<file path="config.mk">
export PLATFORM = sky130hd
export DESIGN_NAME = cpu_ahb_slave_bridge
export DESIGN_NICKNAME = d
export VERILOG_FILES = /design/src/rtl/cpu_ahb_slave_bridge.sv
export SDC_FILE = /design/constraint.sdc
export NUM_CORES = 1
export LEC_CHECK = 0
export ABC_AREA = 1
export CAP_MARGIN = 20
export CORE_ASPECT_RATIO = 0.7
export CORE_UTILIZATION = 30
export CTS_CLUSTER_DIAMETER = 60
export DETAILED_ROUTE_END_ITERATION = 8
export GPL_ROUTABILITY_DRIVEN = 0
export PLACE_DENSITY_LB_ADDON = 0.12
export SLEW_MARGIN = 15
export SYNTH_ARGS = -nofsm -noshare
export SYNTH_HDL_FRONTEND = slang
export SYNTH_SLANG_ARGS = --single-unit
export TNS_END_PERCENT = 50
</file>
<file path="constraint.sdc">
create_clock -name HCLK -period 2.8 [get_ports HCLK]
set_input_delay 0.84 -clock HCLK [delete_from_list [all_inputs] [get_ports HCLK]]
set_output_delay 0.84 -clock HCLK [all_outputs]
set_load 0.01 [all_outputs]
</file>
<file path="src/rtl/cpu_ahb_slave_bridge.sv">
// AHB slave bridge that gives the host IM/DM load, CPU run control and RF polling on one port.
// Optional macro AHB_ERR_RESP_EN: unmapped or locked accesses return a one-cycle ERROR on S_HRESP.
module cpu_ahb_slave_bridge #(
    parameter logic [31:0] BASE_ADDR = 32'h4000_0000,
    parameter int          IM_DEPTH  = 2048,
    parameter int          DM_DEPTH  = 2048,
    parameter logic [31:0] ID_VALUE  = 32'hC0DE_0001
) (
    input  logic                        HCLK,
    input  logic                        HRESET,
    input  logic                        S_HSEL,
    input  logic [31:0]                 S_HADDR,
    input  logic [2:0]                  S_HBURST,
    input  logic [1:0]                  S_HTRANS,
    input  logic [2:0]                  S_HSIZE,
    input  logic [3:0]                  S_HPROT,
    input  logic                        S_HWRITE,
    input  logic [31:0]                 S_HWDATA,
    output logic                        S_HREADY,
    output logic [31:0]                 S_HRDATA,
    output logic                        S_HRESP,
    output logic                        cpu_rstn,
    output logic                        im_we,
    output logic [$clog2(IM_DEPTH)-1:0] im_addr,
    output logic [31:0]                 im_wdata,
    output logic                        dm_en,
    output logic                        dm_we,
    output logic [$clog2(DM_DEPTH)-1:0] dm_addr,
    output logic [31:0]                 dm_wdata,
    input  logic [31:0]                 dm_rdata,
    output logic [4:0]                  rf_raddr,
    input  logic [31:0]                 rf_rdata
);

    localparam int IM_AW = $clog2(IM_DEPTH);
    localparam int DM_AW = $clog2(DM_DEPTH);

    logic [31:0] offset;
    logic        selIm, selDm, selRf, selId, selCtrl;
    logic        halted, wrXfer, rdXfer;
    logic [31:0] rdData_q, rdData_d;
    logic        cpuRun_q, cpuRun_d;
    logic        unusedBits;

    assign offset  = S_HADDR - BASE_ADDR;
    assign selIm   = (offset[31:13] == 19'd0);
    assign selDm   = (offset[31:13] == 19'd1);
    assign selRf   = (offset[31:7]  == 25'h80);
    assign selId   = (offset[31:2]  == 30'h2000);
    assign selCtrl = (offset[31:2]  == 30'h2001);

    assign halted  = !cpuRun_q;
    assign wrXfer  = S_HSEL && S_HWRITE && !HRESET;
    assign rdXfer  = S_HSEL && !S_HWRITE && !HRESET;

    // Memory ports are driven straight from the bus so the core commits on the sampling edge.
    assign im_we    = wrXfer && selIm && halted;
    assign im_addr  = offset[IM_AW+1:2];
    assign im_wdata = S_HWDATA;
    assign dm_en    = S_HSEL && !HRESET && selDm && halted;
    assign dm_we    = dm_en && S_HWRITE;
    assign dm_addr  = offset[DM_AW+1:2];
    assign dm_wdata = S_HWDATA;
    assign rf_raddr = offset[6:2];

    assign S_HREADY = 1'b1;
    assign S_HRDATA = rdData_q;
    assign cpu_rstn = cpuRun_q;

    assign unusedBits = ^{S_HBURST, S_HTRANS, S_HSIZE, S_HPROT, offset[1:0], S_HWDATA[31:1]};

    // DM read data arrives a cycle after dm_en, so a held DM address captures it on the second edge.
    always_comb begin
        rdData_d = rdData_q;
        cpuRun_d = cpuRun_q;
        if (rdXfer) begin
            if (selDm)
                rdData_d = halted ? dm_rdata : 32'd0;
            else if (selRf)
                rdData_d = rf_rdata;
            else if (selId)
                rdData_d = ID_VALUE;
            else if (selCtrl)
                rdData_d = {31'd0, cpuRun_q};
            else
                rdData_d = 32'd0;
        end
        if (wrXfer && selCtrl)
            cpuRun_d = S_HWDATA[0];
    end

    always_ff @(posedge HCLK) begin
        if (HRESET) begin
            rdData_q <= 32'd0;
            cpuRun_q <= 1'b0;
        end else begin
            rdData_q <= rdData_d;
            cpuRun_q <= cpuRun_d;
        end
    end

`ifdef AHB_ERR_RESP_EN
    logic resp_q, resp_d;
    logic mapped;

    assign mapped  = selIm || selDm || selRf || selId || selCtrl;
    assign resp_d  = S_HSEL && !HRESET && (!mapped || ((selIm || selDm) && !halted));
    assign S_HRESP = resp_q;

    always_ff @(posedge HCLK) begin
        if (HRESET)
            resp_q <= 1'b0;
        else
            resp_q <= resp_d;
    end
`else
    assign S_HRESP = 1'b0;
`endif

endmodule

</file>
==> results.sh <==
export IMPL_hold_path_class="reg -> reg"
export IMPL_ys_seq_area_share_pct=22.78
export IMPL_cp_top_family="buffers and inverters"
export IMPL_grt_start_max_net_pins=34
export IMPL_reg2reg_from="cpu_rstn"
export IMPL_area_delta_synth_final_pct=55.22
export IMPL_cts_root_buffer="clkbuf_16"
export IMPL_yosys_top_cells_count="nand2_1, buf_4, nand3_1, inv_1, dfxtp_1"
export IMPL_viasPerCell=4.432
export IMPL_endpoint_kind="output pin"
export IMPL_first_global_vias=2888
export IMPL_power_density_nw_per_um2=357.6
export IMPL_clk_latency_ps=280
export IMPL_ant_nets=0
export IMPL_cap_violations=0
export IMPL_crit_path_max_incr_delay_ps=580
export IMPL_synth_most_common_cell="nand2_1"
export IMPL_synth_edf_count=0
export IMPL_r2r_cells=6
export IMPL_status="complete, no violations"
export IMPL_grt_pass1_wl_um=14830
export IMPL_nets=707
export IMPL_dp_slack_ps=-894.7
export IMPL_grt_setup_unrepaired="false"
export IMPL_leakagePower_nw=1.988
export IMPL_period_share_pct=99.33
export IMPL_grt_total_usage_pct=18.73
export IMPL_die_h_um=84.27
export IMPL_fin_crit_ps=2781
export IMPL_cpMostUsedCell="clkdlybuf4s50_1"
export IMPL_route_detailed_drc=0
export IMPL_cts_tree="done"
export IMPL_synth_cell_type_count=26
export IMPL_ys_seq_elements=33
export IMPL_drv_slew=0
export IMPL_clkTransAtPathRegs_ps=60
export IMPL_skew_ps=2.559
export IMPL_rr_endpoint="S_HRDATA[0]"
export IMPL_io_buffers=163
export IMPL_die_w_um=119.5
export IMPL_dp_hpwl_um=6881
export IMPL_yosys_warnings=0
export IMPL_rows=29
export IMPL_critPathKind="in -> out"
export IMPL_wl_per_cell_um=14.28
export IMPL_startpoint_type="input port"
export IMPL_synth_area_leader_cell="buf_4"
export IMPL_grt_overflow=0
export IMPL_fillCellCount=950
export IMPL_clock_sinks=33
export IMPL_core_um2=9216
export IMPL_ys_flop_type="dfxtp_1"
export IMPL_slowest_stage="clkdlybuf4s50_1"
export IMPL_antennaDiodeCount=0
export IMPL_start_util_pct=31.47
export IMPL_multi_input_area_um2=1254
export IMPL_cp_arrival_ps=1940
export IMPL_syn_area_um2=2900
export IMPL_peakVddDrop_mv=0.2444
export IMPL_regToRegSetupSlack_ps=1550
export IMPL_finalSetupViolations=0
export IMPL_critPathBufInv=2
export IMPL_synthCells=451
export IMPL_drive_gt1_share_pct=17.76
export IMPL_clock_path_buffers=2
export IMPL_design_power_total_mw=1.610
export IMPL_hold_viol=0
export IMPL_syn_avg_cell_area_um2=6.431
export IMPL_drt_iter0_drc=166
export IMPL_crit_cells=2
export IMPL_crit_required_ps=1960
export IMPL_cts_htree_levels=2
export IMPL_regArea_um2=660.6
export IMPL_cp_max_fo=4
export IMPL_io_pins=273
export IMPL_hold_start="S_HRDATA[1]"
export IMPL_antenna_found_initial=0
export IMPL_yosysTopAreaCellShare_pct=24.59
export IMPL_min_path_cells=4
export IMPL_synthArstFlopShare_pct=0
export IMPL_design_die_area_um2=10070
export IMPL_setup_ws_ps=18.77
export IMPL_ctsHoldBuffers=0
export IMPL_cts_buffers=5
export IMPL_syn_nets=596
export IMPL_max_freq_mhz=359.6
export IMPL_vias=3045
export IMPL_ys_top_cells_by_area="buf_4, dfxtp_1, nand3_1, nand2_1, inv_1"
export IMPL_dr_pass1_iters=4
export IMPL_path_cells="clkdlybuf4s50_1, clkdlybuf4s50_1"
export IMPL_drt_total_wl_um=9809
export IMPL_min_to="S_HRDATA[1]"
power by group:
part | switching, mW | internal, mW | leakage (nW)
clock network | 0.209 | 0.445 | 0.0841
registers | 0.0180 | 0.505 | 0.273
logic | 0.166 | 0.267 | 1.63
total | 0.393 | 1.22 | 1.99
cell families after synthesis:
kind of cell / Yosys count / share of synthesized area [%]
simple gates: 224 / 35.59
buf+inv: 167 / 35.59
fa+ha+maj: 1 / 0.4313
flops: 33 / 22.78
compound gates: 24 / 5.349
other cells: 2 / 0.2589
sequential cells by signal, summed over array words and instances (netlist names):
name	cells
S_HRDATA	32
cpu_rstn	1
final cells by class:
cell class | instances | share of cell area, %
well taps | 124 | 3.446
clock inverters | 1 | 0.6670
multi-input cells | 251 | 27.85
inverters | 54 | 4.502
clock buffers | 7 | 3.168
flip-flops and latches | 33 | 14.67
repair buffers | 217 | 45.69
timing repair:
action | 4_1_cts | 5_1_grt
endpoints found under the hold margin | 0 | 0
setup buffers | 15 | 5
gates resized for setup | 39 | 22
pin swaps | 15 | 15
setup endpoints to repair | 3 | 30
gates cloned | 0 | 2
worst max path at each step:
stage / end / start / slack [ps]
final: rf_raddr[0] / S_HADDR[2] / 20
after global routing: rf_raddr[0] / S_HADDR[2] / 0.3
after CTS: dm_en / S_HADDR[13] / 0.7
after detailed placement: dm_en / S_HADDR[31] / -890
after global placement: dm_en / S_HADDR[31] / -860
after floorplan: dm_en / S_HADDR[31] / 130
routing by layer:
| metal | vias to the layer above | routed length (um) | global-route usage, % |
|---|---|---|---|
| li1 | 1559 | - | - |
| met1 | 1341 | 4495 | 24.39 |
| met2 | 136 | 4358 | 30.06 |
| met3 | 9 | 895 | 6.182 |
| met4 | 0 | 60 | 3.977 |
| met5 | - | 0 | 0 |
through the flow:
stage	hold slack (ps)	util (%)	instances	TNS, ps	cell area [um2]
after floorplan	541.6	-	451	0	2900
after global placement	508.6	44.68	658	-2526	4118
after detailed placement	520.2	44.68	658	-2627	4118
after CTS	530.2	47.77	681	0	4403
after global routing	549.7	48.85	687	0	4502
final	524.4	48.85	687	0	4502
layout by cell type, fill, tap and decap left out, drive strengths merged:
cell type / instances
nand3b: 1
bufinv: 1
and3: 1
nand4: 3
inv: 54
conb: 2
dlygate4sd2: 5
and2: 1
nor3: 4
nor2: 39
buf: 57
dfxtp: 33
clkbuf: 13
nand3: 78
clkdlybuf4s50: 142
ha: 1
clkdlybuf4s15: 4
dlymetal6s2s: 3
o21ai: 1
nand2: 97
a31oi: 23
No activity file was read; power rests on OpenSTA's default activity.
